## config.mk

```make
export PLATFORM = sky130hd
export DESIGN_NAME = branch_predictor
export DESIGN_NICKNAME = d
export VERILOG_FILES = /design/src/rtl/branch_predictor.sv
export SDC_FILE = /design/constraint.sdc
export NUM_CORES = 2
export LEC_CHECK = 0
export CAP_MARGIN = 40
export CORE_MARGIN = 2
export CORE_UTILIZATION = 40
export DETAILED_ROUTE_END_ITERATION = 7
export PLACE_DENSITY_LB_ADDON = 0.25
export SLEW_MARGIN = 20
export SYNTH_ARGS = -nofsm -noshare
export SYNTH_HDL_FRONTEND = slang
export SYNTH_SLANG_ARGS = --single-unit
```

## constraint.sdc

```tcl
create_clock -name clk_i -period 93.8 [get_ports clk_i]
set_input_delay 18.76 -clock clk_i [delete_from_list [all_inputs] [get_ports clk_i]]
set_output_delay 18.76 -clock clk_i [all_outputs]
set_load 0.03 [all_outputs]
```

## src/rtl/branch_predictor.sv

```systemverilog
// Dynamic branch predictor + BTB for the IF stage.
// Direct-mapped table indexed by pc[IDX_W+1:2]; each entry holds a tag,
// a target and a saturating direction counter. Lookup is combinational,
// updates arrive from ID and are written on the next rising edge.

// One BTB entry: valid/tag/target/counter with async reset and sync clear.
module btb_entry #(
   parameter int ADDR_W = 32,
   parameter int TAG_W  = 26,
   parameter int CTR_W  = 2
) (
   input  logic              clk,
   input  logic              rst,
   input  logic              clr,
   input  logic              we,
   input  logic [TAG_W-1:0]  wtag,
   input  logic [ADDR_W-1:0] wtarget,
   input  logic [CTR_W-1:0]  wctr,
   output logic              valid,
   output logic [TAG_W-1:0]  tag,
   output logic [ADDR_W-1:0] target,
   output logic [CTR_W-1:0]  ctr
);

   // Reset value sits one below the taken threshold (weakly not-taken).
   localparam logic [CTR_W-1:0] CTR_RST = CTR_W'(2**(CTR_W-1) - 1);

   // Clear only drops valid and has priority over a same-cycle write.
   always_ff @(posedge clk or posedge rst) begin
      if (rst) begin
         valid  <= 1'b0;
         tag    <= '0;
         target <= '0;
         ctr    <= CTR_RST;
      end else if (clr) begin
         valid  <= 1'b0;
      end else if (we) begin
         valid  <= 1'b1;
         tag    <= wtag;
         target <= wtarget;
         ctr    <= wctr;
      end
   end

endmodule

// Top: lookup, update/next-state logic, mispredict and statistics.
module branch_predictor #(
   parameter int ADDR_W  = 32,
   parameter int ENTRIES = 16,
   parameter int CTR_W   = 2,
   parameter int STAT_W  = 16
) (
   input  logic              clk_i,
   input  logic              rst_i,
   input  logic              clear_i,
   input  logic [ADDR_W-1:0] pc_i,
   output logic              hit_o,
   output logic              pred_taken_o,
   output logic [ADDR_W-1:0] pred_target_o,
   input  logic              upd_valid_i,
   input  logic [ADDR_W-1:0] upd_pc_i,
   input  logic              upd_is_jump_i,
   input  logic              upd_taken_i,
   input  logic [ADDR_W-1:0] upd_target_i,
   input  logic              upd_pred_taken_i,
   input  logic [ADDR_W-1:0] upd_pred_target_i,
   output logic              mispredict_o,
   output logic [ADDR_W-1:0] redirect_pc_o,
   output logic [STAT_W-1:0] stat_branches_o,
   output logic [STAT_W-1:0] stat_mispred_o
);

   localparam int IDX_W = $clog2(ENTRIES);
   localparam int TAG_W = ADDR_W - IDX_W - 2;
   localparam logic [CTR_W-1:0] CTR_MAX = '1;
   localparam logic [CTR_W-1:0] WEAK_T  = CTR_W'(2**(CTR_W-1));

   logic [ENTRIES-1:0]             ent_valid;
   logic [ENTRIES-1:0][TAG_W-1:0]  ent_tag;
   logic [ENTRIES-1:0][ADDR_W-1:0] ent_target;
   logic [ENTRIES-1:0][CTR_W-1:0]  ent_ctr;
   logic [ENTRIES-1:0]             ent_we;

   // ---------------- lookup (fetch side) ----------------
   logic [IDX_W-1:0] rd_idx;
   logic [TAG_W-1:0] rd_tag;

   assign rd_idx        = pc_i[IDX_W+1:2];
   assign rd_tag        = pc_i[ADDR_W-1:IDX_W+2];
   assign hit_o         = ent_valid[rd_idx] & (ent_tag[rd_idx] == rd_tag);
   assign pred_taken_o  = hit_o & ent_ctr[rd_idx][CTR_W-1];
   assign pred_target_o = pred_taken_o ? ent_target[rd_idx] : pc_i + ADDR_W'(4);

   // ---------------- update (resolve side) ----------------
   logic [IDX_W-1:0]  wr_idx;
   logic [TAG_W-1:0]  wr_tag;
   logic              upd_hit;
   logic [CTR_W-1:0]  cur_ctr;
   logic              wr_en;
   logic [CTR_W-1:0]  new_ctr;
   logic [ADDR_W-1:0] new_target;

   assign wr_idx  = upd_pc_i[IDX_W+1:2];
   assign wr_tag  = upd_pc_i[ADDR_W-1:IDX_W+2];
   assign upd_hit = ent_valid[wr_idx] & (ent_tag[wr_idx] == wr_tag);
   assign cur_ctr = ent_ctr[wr_idx];

   // Next entry contents; a not-taken miss leaves the table alone.
   always_comb begin
      wr_en      = 1'b0;
      new_ctr    = cur_ctr;
      new_target = ent_target[wr_idx];
      if (upd_valid_i) begin
         if (upd_is_jump_i) begin
            wr_en      = 1'b1;
            new_ctr    = CTR_MAX;
            new_target = upd_target_i;
         end else if (upd_hit) begin
            wr_en = 1'b1;
            if (upd_taken_i) begin
               new_ctr    = (cur_ctr == CTR_MAX) ? CTR_MAX : cur_ctr + CTR_W'(1);
               new_target = upd_target_i;
            end else begin
               new_ctr    = (cur_ctr == '0) ? '0 : cur_ctr - CTR_W'(1);
            end
         end else if (upd_taken_i) begin
            wr_en      = 1'b1;
            new_ctr    = WEAK_T;
            new_target = upd_target_i;
         end
      end
   end

   genvar gi;
   generate
      for (gi = 0; gi < ENTRIES; gi++) begin : g_ent
         assign ent_we[gi] = wr_en & (wr_idx == IDX_W'(gi));
         btb_entry #(
            .ADDR_W (ADDR_W),
            .TAG_W  (TAG_W),
            .CTR_W  (CTR_W)
         ) u_ent (
            .clk     (clk_i),
            .rst     (rst_i),
            .clr     (clear_i),
            .we      (ent_we[gi]),
            .wtag    (wr_tag),
            .wtarget (new_target),
            .wctr    (new_ctr),
            .valid   (ent_valid[gi]),
            .tag     (ent_tag[gi]),
            .target  (ent_target[gi]),
            .ctr     (ent_ctr[gi])
         );
      end
   endgenerate

   // ---------------- mispredict / redirect ----------------
   assign mispredict_o  = upd_valid_i &
                          ((upd_taken_i != upd_pred_taken_i) |
                           (upd_taken_i & upd_pred_taken_i &
                            (upd_target_i != upd_pred_target_i)));
   assign redirect_pc_o = upd_taken_i ? upd_target_i : upd_pc_i + ADDR_W'(4);

   // Saturating statistics; deliberately untouched by clear_i.
   always_ff @(posedge clk_i or posedge rst_i) begin
      if (rst_i) begin
         stat_branches_o <= '0;
         stat_mispred_o  <= '0;
      end else if (upd_valid_i) begin
         if (stat_branches_o != '1)
            stat_branches_o <= stat_branches_o + STAT_W'(1);
         if (mispredict_o && (stat_mispred_o != '1))
            stat_mispred_o <= stat_mispred_o + STAT_W'(1);
      end
   end

endmodule

```

==> results by stage <==
STA:
- The slew at the pin closest to its max-slew limit is 0.971 ns.
- The final total negative setup slack is 0 ns.
- Based on the critical path, the design can be clocked at up to 0.0232 GHz.
- The minimum hold slack is 0.488 ns.
- The headroom to the max-slew limit is 34.4%.
- The number of failing hold endpoints at the final stage is 0.
- The final count of pins violating max slew is 0.
- Setup violations remaining at the end of the flow were counted as 0.
- Dividing the final minimum period by the clock period gives 46.0%.
- The clock tree skew after final layout is 0.0547 ns.
- The post-layout minimum cycle time is 43.11 ns.
- The slack of the critical path is 50.69 ns.
- Setup repair after global routing left no endpoint under its margin.

Floorplanning:
- In this run the vertical extent of the chip is 380 microns.
- The area of the core is 140,000 sq um.
- The row count is 137.
- The I/O pin count is 234.
- The die is 380 microns wide.
- The initial core utilization is 40.4%.
- The die covers 144,000 sq um.

Finish:
- The core utilization of the finished layout is 46.6%.
- The post-layout instance area is 65,200 sq um.
- The final cell count without fillers is 5,964.
- The number of nets in the layout is 4,131.
- The layout cell share with drive strength beyond 1 is 35.5%.
- Compared with the post-synthesis result, the final layout area differs by 15.4%.

Place:
- Buffers placed on the I/O ports in this run total 233.
- The placer congestion estimate is 0.956.
- The pre-CTS setup slack is 50.62 ns.
- The placed instances occupy a cell area of 61,100 sq um.
- The estimated wirelength of the detail-placed design is 122 mm.
- The number of placed instances, taps included, is 5,727.

Routing:
- The detail route stage leaves a number of antenna-violating nets equal to 0.
- The per-cell via count in the routed design is 6.16.
- In this run, the number of DRC markers left after iteration 0 of detailed routing was 3,698.
- The routed wire length is 188 mm.
- The detailed router put a total of 79.1 mm of wire on met1.
- The final routed wire length divided by cell count is 31.5 microns.
- The count of vias placed by the detailed router is 36,700.
- The highest routing layer actually used is met5.
- The total DRC errors in the routed layout is 0.
- The number of detailed-route iterations in the first pass is 8.
- The detailed route wirelength on metal3 is 19.6 mm.
- Summed over all nets, wire length on met2 after detailed routing comes to 83.1 mm.

CTS:
- TritonCTS built the clock tree.
- The buffers inserted during post-CTS setup optimization is 0.
- The cell chosen for the clock root is sky130_fd_sc_hd__clkbuf_16.
- The clock tree synthesis step divided the H-tree into 3 levels.
- Counting the buffers created by CTS gives 115.
- The total of hold buffers inserted after clock tree synthesis is 0.
- The clock net sink count is 1,008.
- The buffer levels on the longest clock path is 3.
- The number of gates resized after CTS was 0.
- The clock-pin slew on the worst setup and hold paths is 0.06 ns.
- The later pin in the worst-skew pair is clocked with a latency of 0.76 ns.

Yosys:
- By area the synthesized netlist is led by sky130_fd_sc_hd__dfrtp_1 (44%), sky130_fd_sc_hd__mux4_2 (22%), sky130_fd_sc_hd__mux2_2 (11%), sky130_fd_sc_hd__mux2_1 (9.6%), sky130_fd_sc_hd__mux2i_1 (1.8%).
- The total of flip-flops plus latches after synthesis is 1,008.
- The post-synth net total is 3,997.
- The post-synthesis async set-or-reset flop share is 100%.
- The count of synthesis-stage warnings from yosys is 0.
- Dividing the synthesized area by the synthesized cell count gives 14.7 sq um.
- The most used flip-flop cell after synthesis is sky130_fd_sc_hd__dfrtp_1.
- Summing every instance area after synthesis gives 56,500 sq um.
- The number of enable-type register cells in the synthesized netlist is 0.
- The commonest cells after synthesis are sky130_fd_sc_hd__dfrtp_1 (992), sky130_fd_sc_hd__mux4_2 (544), sky130_fd_sc_hd__mux2_2 (531).
- The netlist uses 67 different library cells.
- Synthesis handed over a netlist of 3,854 instances.
- Of the synthesized area, sequential elements account for 44.6%.
- The top cell type's share of synthesized area is 43.9%.
- sky130_fd_sc_hd__dfrtp_1 takes more of the synthesized area than any other cell.
- In the post-synthesis netlist, the cell with the most instances is sky130_fd_sc_hd__dfrtp_1.

Power and ir drop:
- Overall power consumption after layout is estimated at 1.25 mW.
- VDD sags by at most 0.0167 mV.
- In this run the static leakage power is 28.8 nW.
- Power spread over the standard cell area amounts to 19.2 nW/um^2.

Job:
- The max-cap check violation count is 0.

Critical path:
- The highest fanout seen on the critical path is 100.
- Walking the worst path, the cells encountered are buf_8, buf_12, buf_4, buf_12, mux4_2, mux4_2, xnor2_1, nand4_1, or3_1, nor4_2, buf_4, mux2_2, clkdlybuf4s50_1.
- Data arrives at the worst endpoint at 24.35 ns.
- The largest single stage delay on the critical path is 0.60 ns.
- The kind of start point of the critical path is a primary input.
- The worst setup path is of the primary input to primary output kind.
- The worst setup path is captured at a primary output.
- The data required time of the critical path is 75.04 ns.
- Among all stages on the critical path, the largest delay is contributed by sky130_fd_sc_hd__buf_4.

GRT:
- The global-route usage over all layers is 26.0%.
- The initial antenna violation count is 10.
- The overall overflow remaining after global route is 0.
- The maximum number of pins on one net before global-route repair is 157.
- The first global-routing pass estimated 275 mm of wire.
- The number of global-route vias before repair was 37,700.

Run status:
- The run finished with clean final reports.

Min path:
- The worst hold path belongs to the class flop to flop.
where the power goes:
part,switching [mW],internal [mW]
clock network,0.190,0.263
logic,0.121,0.134
registers,0.0471,0.498
total,0.358,0.895
registers in the layout (all words and copies together) (netlist names):
register,flops
g_ent.u_ent.tag,416
stat_branches_o,16
g_ent.u_ent.target,512
g_ent.u_ent.valid,16
stat_mispred_o,16
g_ent.u_ent.ctr,32
worst paths after layout:
kind / cells past startpoint / slack [ns] / to / startpoint
min in group asynchronous: 2 / 18.38 / stat_branches_o[7] / rst_i
min reg2reg: 1 / 0.49 / stat_mispred_o[3] / stat_mispred_o[3]
max in group asynchronous: 8 / 72.52 / g_ent[13].u_ent.target[3] / rst_i
max reg2reg: 11 / 88.88 / g_ent[1].u_ent.tag[15] / g_ent[15].u_ent.tag[2]
min: 1 / 0.49 / stat_mispred_o[3] / stat_mispred_o[3]
max: 13 / 50.69 / pred_target_o[17] / pc_i[2]
final cells by class:
cell class,instances,area [sq um]
fillers,12400,74600
multi-input cells,2440,29600
flip-flops and latches,1008,25200
repair buffers,382,4060
clock buffers,174,3360
well taps,1876,2350
clock inverters,39,427
inverters,41,161
diodes,4,10.0
kinds of logic after synthesis:
kind of cell / Yosys count / synth area share [%]
muxes: 1656 / 43.6
DFF: 1008 / 44.6
and+or+nand+nor: 445 / 3.87
buffers and inverters: 406 / 3.05
AOI/OAI and AO/OA: 168 / 2.15
xor gates and xnor gates: 163 / 2.52
adders and majority gates: 8 / 0.177
worst max-delay path, delay by kind of cell:
kind                   cells  cell delay (ns)
buffers and inverters      6             3.04
AND/OR/NAND/NOR            3             0.63
XOR/XNOR                   1             0.23
multiplexers               3             1.48
cells in the final DEF (no fill, tap or decap), drive strengths merged, types with 8 or more instances in the layout:
cell / count
nand2: 182
mux2i: 100
nand3: 44
nor2: 57
a22oi: 11
buf: 155
clkbuf: 177
dfstp: 16
ha: 8
nor2b: 22
nand4: 42
a211oi: 11
xor2: 52
o21ai: 53
xnor2: 111
and2: 8
clkdlybuf4s50: 224
nor4: 12
o211ai: 17
a2111oi: 10
dfrtp: 992
inv: 46
a21oi: 21
clkinv: 22
and3: 21
mux2: 1012
mux4: 544
nor3: 17
routing by layer:
| metal | global-route usage (%) | vias to the layer above |
|---|---|---|
| met4 | 7.78 | 4 |
| met5 | 0 | - |
| li1 | - | 15000 |
| met1 | 36.0 | 19900 |
| met2 | 38.8 | 1457 |
| met3 | 8.75 | 303 |
Power figures use the tool's default switching activity.
